### src/rtl/bproc_pkg.sv
// Shared types and helpers for the branch-redirect path: FSM states, widths and
// the instruction-buffer age function.
package bproc_pkg;

    localparam int unsigned PC_W  = 32;
    localparam int unsigned POS_W = 8;

    typedef enum logic [1:0] {
        IDLE,
        REDIRECT,
        FLUSH
    } state_e;

    // Distance from the buffer head; wraps naturally so smaller is always older.
    function automatic logic [POS_W-1:0] age(input logic [POS_W-1:0] pos,
                                             input logic [POS_W-1:0] head);
        return pos - head;
    endfunction

endpackage

### src/rtl/bredirect_ctrl_if.sv
// Mispredict-report and fetch-redirect signal bundle for bredirect_ctrl.
interface bredirect_ctrl_if;
    import bproc_pkg::*;

    logic [1:0]       i_req;
    logic [PC_W-1:0]  i_pc0;
    logic [PC_W-1:0]  i_pc1;
    logic [POS_W-1:0] i_pos0;
    logic [POS_W-1:0] i_pos1;
    logic [POS_W-1:0] i_head;
    logic             i_hit;
    logic             i_fetch_ready;
    logic             o_redirect_valid;
    logic [PC_W-1:0]  o_redirect_pc;
    logic [POS_W-1:0] o_errPos;
    logic             o_flush;
    logic             o_busy;
    logic [2:0]       o_counter;
    logic             o_throttle;

    modport master (
        output i_req, i_pc0, i_pc1, i_pos0, i_pos1, i_head, i_hit, i_fetch_ready,
        input  o_redirect_valid, o_redirect_pc, o_errPos, o_flush, o_busy, o_counter,
               o_throttle
    );

    modport slave (
        input  i_req, i_pc0, i_pc1, i_pos0, i_pos1, i_head, i_hit, i_fetch_ready,
        output o_redirect_valid, o_redirect_pc, o_errPos, o_flush, o_busy, o_counter,
               o_throttle
    );

endinterface

### src/rtl/bage_sel.sv
// Combinational two-input oldest-picker. Ties go to input 0, so sel=1 means input 1
// is strictly older than input 0.
module bage_sel
    import bproc_pkg::*;
(
    input  logic [POS_W-1:0] pos0,
    input  logic [POS_W-1:0] pos1,
    input  logic [POS_W-1:0] head,
    input  logic [1:0]       req,
    output logic             sel,
    output logic             valid,
    output logic [POS_W-1:0] age_o
);

    logic [POS_W-1:0] age0;
    logic [POS_W-1:0] age1;

    always_comb begin
        age0  = age(pos0, head);
        age1  = age(pos1, head);
        valid = |req;
        if (req == 2'b11) begin
            sel = (age1 < age0);
        end else begin
            sel = req[1];
        end
        age_o = sel ? age1 : age0;
    end

endmodule

### src/rtl/bredirect_ctrl.sv
// Branch-redirect controller: picks the oldest mispredict, hands it to fetch over
// valid/ready, then holds a fixed flush window. Tracks consecutive mispredicts.
module bredirect_ctrl
    import bproc_pkg::*;
#(
    parameter int unsigned FLUSH_CYCLES = 2,
    parameter int unsigned THROTTLE_TH  = 4
) (
    input  logic             fire,
    input  logic             rst,
    bredirect_ctrl_if.slave  bus
);

    state_e           state_q;
    logic [PC_W-1:0]  pend_pc_q;
    logic [POS_W-1:0] pend_pos_q;
    logic [3:0]       flush_cnt_q;
    logic [2:0]       counter_q;
    logic [2:0]       counter_d;
    logic             valid_q;
    logic             flush_q;
    logic             busy_q;
    logic             throttle_q;

    logic             pick_sel;
    logic             pick_valid;
    logic [POS_W-1:0] pick_age;
    logic             cmp_sel;
    logic             cmp_valid;
    logic [POS_W-1:0] cmp_age;
    logic [PC_W-1:0]  cand_pc;
    logic [POS_W-1:0] cand_pos;
    logic             handshake;
    logic             unused_sig;

    bage_sel u_pick (
        .pos0  (bus.i_pos0),
        .pos1  (bus.i_pos1),
        .head  (bus.i_head),
        .req   (bus.i_req),
        .sel   (pick_sel),
        .valid (pick_valid),
        .age_o (pick_age)
    );

    // Pending entry sits on input 0 so an equal-age candidate never replaces it.
    bage_sel u_cmp (
        .pos0  (pend_pos_q),
        .pos1  (cand_pos),
        .head  (bus.i_head),
        .req   ({pick_valid, 1'b1}),
        .sel   (cmp_sel),
        .valid (cmp_valid),
        .age_o (cmp_age)
    );

    assign unused_sig = ^{pick_age, cmp_valid, cmp_age};

    always_comb begin
        cand_pc   = pick_sel ? bus.i_pc1  : bus.i_pc0;
        cand_pos  = pick_sel ? bus.i_pos1 : bus.i_pos0;
        handshake = (state_q == REDIRECT) && bus.i_fetch_ready;
        counter_d = counter_q;
        if (handshake) begin
            counter_d = (counter_q == 3'd7) ? 3'd7 : counter_q + 3'd1;
        end else if (bus.i_hit) begin
            counter_d = 3'd0;
        end
    end

    always_ff @(posedge fire or posedge rst) begin
        if (rst) begin
            state_q     <= IDLE;
            pend_pc_q   <= '0;
            pend_pos_q  <= '0;
            flush_cnt_q <= '0;
            counter_q   <= '0;
            valid_q     <= 1'b0;
            flush_q     <= 1'b0;
            busy_q      <= 1'b0;
            throttle_q  <= 1'b0;
        end else begin
            counter_q  <= counter_d;
            throttle_q <= (counter_d >= 3'(THROTTLE_TH));
            unique case (state_q)
                IDLE: begin
                    if (pick_valid) begin
                        pend_pc_q  <= cand_pc;
                        pend_pos_q <= cand_pos;
                        state_q    <= REDIRECT;
                        valid_q    <= 1'b1;
                        busy_q     <= 1'b1;
                    end
                end
                REDIRECT: begin
                    if (handshake) begin
                        state_q     <= FLUSH;
                        flush_cnt_q <= 4'(FLUSH_CYCLES - 1);
                        valid_q     <= 1'b0;
                        flush_q     <= 1'b1;
                    end else if (cmp_sel) begin
                        pend_pc_q  <= cand_pc;
                        pend_pos_q <= cand_pos;
                    end
                end
                FLUSH: begin
                    if (flush_cnt_q == 4'd0) begin
                        state_q <= IDLE;
                        flush_q <= 1'b0;
                        busy_q  <= 1'b0;
                    end else begin
                        flush_cnt_q <= flush_cnt_q - 4'd1;
                    end
                end
                default: state_q <= IDLE;
            endcase
        end
    end

    assign bus.o_redirect_valid = valid_q;
    assign bus.o_redirect_pc    = pend_pc_q;
    assign bus.o_errPos         = pend_pos_q;
    assign bus.o_flush          = flush_q;
    assign bus.o_busy           = busy_q;
    assign bus.o_counter        = counter_q;
    assign bus.o_throttle       = throttle_q;

endmodule
### src/flat_wrapper.sv
// flat-port wrapper written by rule: the top's interface ports become plain ports
module bredirect_ctrl_flat import bproc_pkg::*;
#(
    parameter int unsigned FLUSH_CYCLES = 2,
    parameter int unsigned THROTTLE_TH  = 4
)
  (fire, rst, bus_i_req, bus_i_pc0, bus_i_pc1, bus_i_pos0, bus_i_pos1, bus_i_head, bus_i_hit, bus_i_fetch_ready, bus_o_redirect_valid, bus_o_redirect_pc, bus_o_errPos, bus_o_flush, bus_o_busy, bus_o_counter, bus_o_throttle);
  bredirect_ctrl_if bus_i ();
  input  logic fire;
  input  logic rst;
  input wire logic [$bits(bus_i.i_req)-1:0] bus_i_req;
  input wire logic [$bits(bus_i.i_pc0)-1:0] bus_i_pc0;
  input wire logic [$bits(bus_i.i_pc1)-1:0] bus_i_pc1;
  input wire logic [$bits(bus_i.i_pos0)-1:0] bus_i_pos0;
  input wire logic [$bits(bus_i.i_pos1)-1:0] bus_i_pos1;
  input wire logic [$bits(bus_i.i_head)-1:0] bus_i_head;
  input wire logic [$bits(bus_i.i_hit)-1:0] bus_i_hit;
  input wire logic [$bits(bus_i.i_fetch_ready)-1:0] bus_i_fetch_ready;
  output wire logic [$bits(bus_i.o_redirect_valid)-1:0] bus_o_redirect_valid;
  output wire logic [$bits(bus_i.o_redirect_pc)-1:0] bus_o_redirect_pc;
  output wire logic [$bits(bus_i.o_errPos)-1:0] bus_o_errPos;
  output wire logic [$bits(bus_i.o_flush)-1:0] bus_o_flush;
  output wire logic [$bits(bus_i.o_busy)-1:0] bus_o_busy;
  output wire logic [$bits(bus_i.o_counter)-1:0] bus_o_counter;
  output wire logic [$bits(bus_i.o_throttle)-1:0] bus_o_throttle;
  assign bus_i.i_req = bus_i_req;
  assign bus_i.i_pc0 = bus_i_pc0;
  assign bus_i.i_pc1 = bus_i_pc1;
  assign bus_i.i_pos0 = bus_i_pos0;
  assign bus_i.i_pos1 = bus_i_pos1;
  assign bus_i.i_head = bus_i_head;
  assign bus_i.i_hit = bus_i_hit;
  assign bus_i.i_fetch_ready = bus_i_fetch_ready;
  assign bus_o_redirect_valid = bus_i.o_redirect_valid;
  assign bus_o_redirect_pc = bus_i.o_redirect_pc;
  assign bus_o_errPos = bus_i.o_errPos;
  assign bus_o_flush = bus_i.o_flush;
  assign bus_o_busy = bus_i.o_busy;
  assign bus_o_counter = bus_i.o_counter;
  assign bus_o_throttle = bus_i.o_throttle;
  bredirect_ctrl #(.FLUSH_CYCLES(FLUSH_CYCLES), .THROTTLE_TH(THROTTLE_TH)) u_core (.fire(fire), .rst(rst), .bus(bus_i));
endmodule
### config.mk
export PLATFORM = sky130hd
export DESIGN_NAME = bredirect_ctrl_flat
export DESIGN_NICKNAME = d
export VERILOG_FILES = /design/src/rtl/bproc_pkg.sv /design/src/rtl/bredirect_ctrl_if.sv /design/src/rtl/bage_sel.sv /design/src/rtl/bredirect_ctrl.sv /design/src/flat_wrapper.sv
export SDC_FILE = /design/constraint.sdc
export NUM_CORES = 1
export LEC_CHECK = 0
export ABC_AREA = 1
export CAP_MARGIN = 10
export CELL_PAD_IN_SITES_DETAIL_PLACEMENT = 0
export CELL_PAD_IN_SITES_GLOBAL_PLACEMENT = 1
export CORE_MARGIN = 5
export CORE_UTILIZATION = 41
export CTS_BUF_LIST = sky130_fd_sc_hd__clkbuf_16
export DETAILED_ROUTE_END_ITERATION = 8
export DONT_BUFFER_PORTS = 1
export GPL_TIMING_DRIVEN = 0
export PLACE_DENSITY_LB_ADDON = 0.1
export SYNTH_ARGS = -nofsm -noshare
export SYNTH_HDL_FRONTEND = slang
export SYNTH_SLANG_ARGS = --single-unit
### constraint.sdc
create_clock -name fire -period 2.21 [get_ports fire]
set_input_delay 0.663 -clock fire [delete_from_list [all_inputs] [get_ports fire]]
set_output_delay 0.663 -clock fire [all_outputs]
set_load 0.01 [all_outputs]
==> run metrics <==
Hold Crit Class in2async; Max IR drop VDD 0.000836 V; DR vias 3679; DR DRC count 0; commonest cells after routing, fill and taps aside 144 x nand2_1, 52 x dfrtp_1, 48 x inv_1; CP required 2450 ps; layout cell share with drive strength beyond 1 29.6%; htree depth 2; Starting Density 41.6%; syn avg cell area 7.54 um2; Worst EP arrival 5100 ps; clk_lat worst skew 300 ps; Final ANT Viol Nets 0; Max Cap Viol 0; dpl cell area 4590 um2; crit path launch type input pin; placer congestion estimate 0.778; Final Hold Viols 0; Overflow after GRT 0; Worst Tran Pin Value 616 ps; EDFF count, synth 0; die area 12500 um2; Pre-antenna DRT Iters 5; Seq. cell area 1300 um2; FF-to-FF Start u_core.bus.o_errPos[0]; area leader, netlist dfrtp_1; Post-synth top flop dfrtp_1; Max Fclk 206 MHz; die width 112 um; drt total wl 11500 um; CTS root buf clkbuf_16; crit-path max cell delay 410 ps; synth top area cells dfrtp_1 31%, ha_1 14%, nand2_1 14%, nand3_1 6.1%, or2_2 5.4%; most used cell, CP nand2_1; cts hold-fix bufs 0; DP Wirelength 8840 um; Final Setup Violations 40; Slew HR 58.9%; number of I/O port buffers 0; IO Pins 141; TritonCTS Buffers 5; Final #Nets 747; CTS sink cnt 52; Slowest cell on crit path fa_2; Worst Skew 6.68 ps; Final Instance Area 5410 um2; Mapped Nets 711; clk slew on worst S/H paths 70 ps; pwr/cell area 1430 nW/um2; most common library cell in the layout ignoring fill and taps nand2_1; first element of the critical path bus_i_pos1[0]; CP max FO 7; register area share after synthesis 30.6%; initial antenna violation count 0; failing checks negative setup slack; first-pass GRT wire length 18600 um; Via density 4.99; Seq cells post-synth 52; CTS tree yes; Die Y 112 um; Iteration-0 DRC Markers 169; routed length per instance 15.6 um; antenna cells 0; Crit Path Class in2reg; largest net degree at the start of global routing 28; Final Core Density 52.8%; vias in the first global route 3709; synth unique cells 33; crit share post-route 220%; Syn-to-layout area delta 27.0%; status finished, violations left; worst setup margin -2650 ps; multi-input combinational cell area 3060 um2; Fill cells 1013; fin. max-slew vios 0; synthesized netlist cell count 564; minimum clock period 4860 ps; unrepaired setup endpoints after global routing yes; core area 10200 um2; number of synthesis warnings 0; Clock Path Buffers 2; Worst R2R Setup Slack -720 ps; top cell type's share of synthesized area 30.6%; Post-synth ARST share 100%; Post-Syn Area 4260 um2; Rows 37; Lkg Pwr 0.00266 uW; GRT Overall Usage 18.3%; crit end category flop
==> Yosys cell counts (4+ instances only) <==
master	instances
or2_2	37
dfrtp_1	52
inv_1	56
buf_4	6
nor2_1	11
nand2_1	163
xnor2_1	10
ha_1	49
or2_1	17
or2_0	10
nand2_2	4
nand4_1	5
o21ai_0	12
nand3_1	52
fa_1	4
xor2_1	15
a21oi_1	32
buf_2	5
==> where the power goes <==
group / switching (uW) / internal (uW) / leakage, uW
Clock: 365 / 535 / 0.0000856
Combinational: 2620 / 2180 / 0.00194
Sequential: 561 / 1450 / 0.000631
Total: 3550 / 4170 / 0.00266
==> registers in the layout, indices dropped and copies added, names as in the netlist <==
name                         cells
u_core.bus.o_flush               1
u_core.bus.o_counter             3
u_core.flush_cnt_q               4
u_core.bus.o_busy                1
u_core.bus.o_errPos              8
u_core.bus.o_redirect_valid      1
u_core.state_q                   2
u_core.bus.o_redirect_pc        32
==> layout make-up <==
class	instances	area share, %
Inverter	57	4.38
Timing Repair Buffer	29	5.23
Multi-Input combinational cell	437	56.6
Tap cell	136	3.15
Buffer	18	3.47
Sequential cell	52	24.1
Clock inverter	3	0.787
Clock buffer	5	2.31
==> cell families (layout without fill, tap and decap cells) <==
kind of cell    Yosys count  count (layout)  share of synthesized area [%]
flops                    52              52                           30.6
compound gates           58              58                           7.67
simple gates            301             301                           32.6
xor+xnor                 25              25                           5.15
buf+inv                  75             112                           7.70
fa+ha+maj                53              53                           16.3
==> metal layers <==
metal | global-route usage, % | part of all wire, % | vias up
met5 | 0 | 0 | -
met4 | 5.35 | 2.0 | 0
met3 | 4.95 | 6.7 | 17
met2 | 30.3 | 48 | 96
met1 | 23.5 | 44 | 1677
li1 | - | - | 1889
==> final timing paths <==
check / end / cells after the start
hold / removal: u_core.bus.o_redirect_pc[6] / 1
min in group fire: u_core.flush_cnt_q[0] / 1
setup / recovery: u_core.bus.o_redirect_pc[18] / 36
setup reg to reg: u_core.bus.o_redirect_pc[18] / 20
hold reg to reg: u_core.flush_cnt_q[0] / 1
max in group asynchronous: u_core.flush_cnt_q[0] / 2
==> worst max-delay path, delay by kind of cell <==
| family | cells | cell delay [ps] |
|---|---|---|
| adders and majority gates | 6 | 1630 |
| and+or+nand+nor | 16 | 1140 |
| buffers and inverters | 7 | 710 |
| AOI/OAI and AO/OA | 5 | 660 |
| xor gates and xnor gates | 2 | 300 |
==> metrics by stage <==
step | total power, uW | hold WS, ps | setup WS [ps] | TNS (ps) | std cells
after CTS | 7410 | 332 | -2620 | -103400 | 730
after global placement | 5600 | 484 | -3210 | -147060 | 700
after detailed placement | 5680 | 484 | -3250 | -127740 | 701
after global routing | 8500 | 374 | -2980 | -118160 | 737
final | 7710 | 320 | -2650 | -105310 | 737
after floorplan | 4750 | 459 | -2480 | -98820 | 564
==> timing repair <==
item                       CTS  global route
pin swaps                   15            43
setup buffers               18             6
setup endpoints to repair   40            40
cloned                       3             1
gates resized for setup     56            43
No activity file was read; power rests on OpenSTA's default activity.
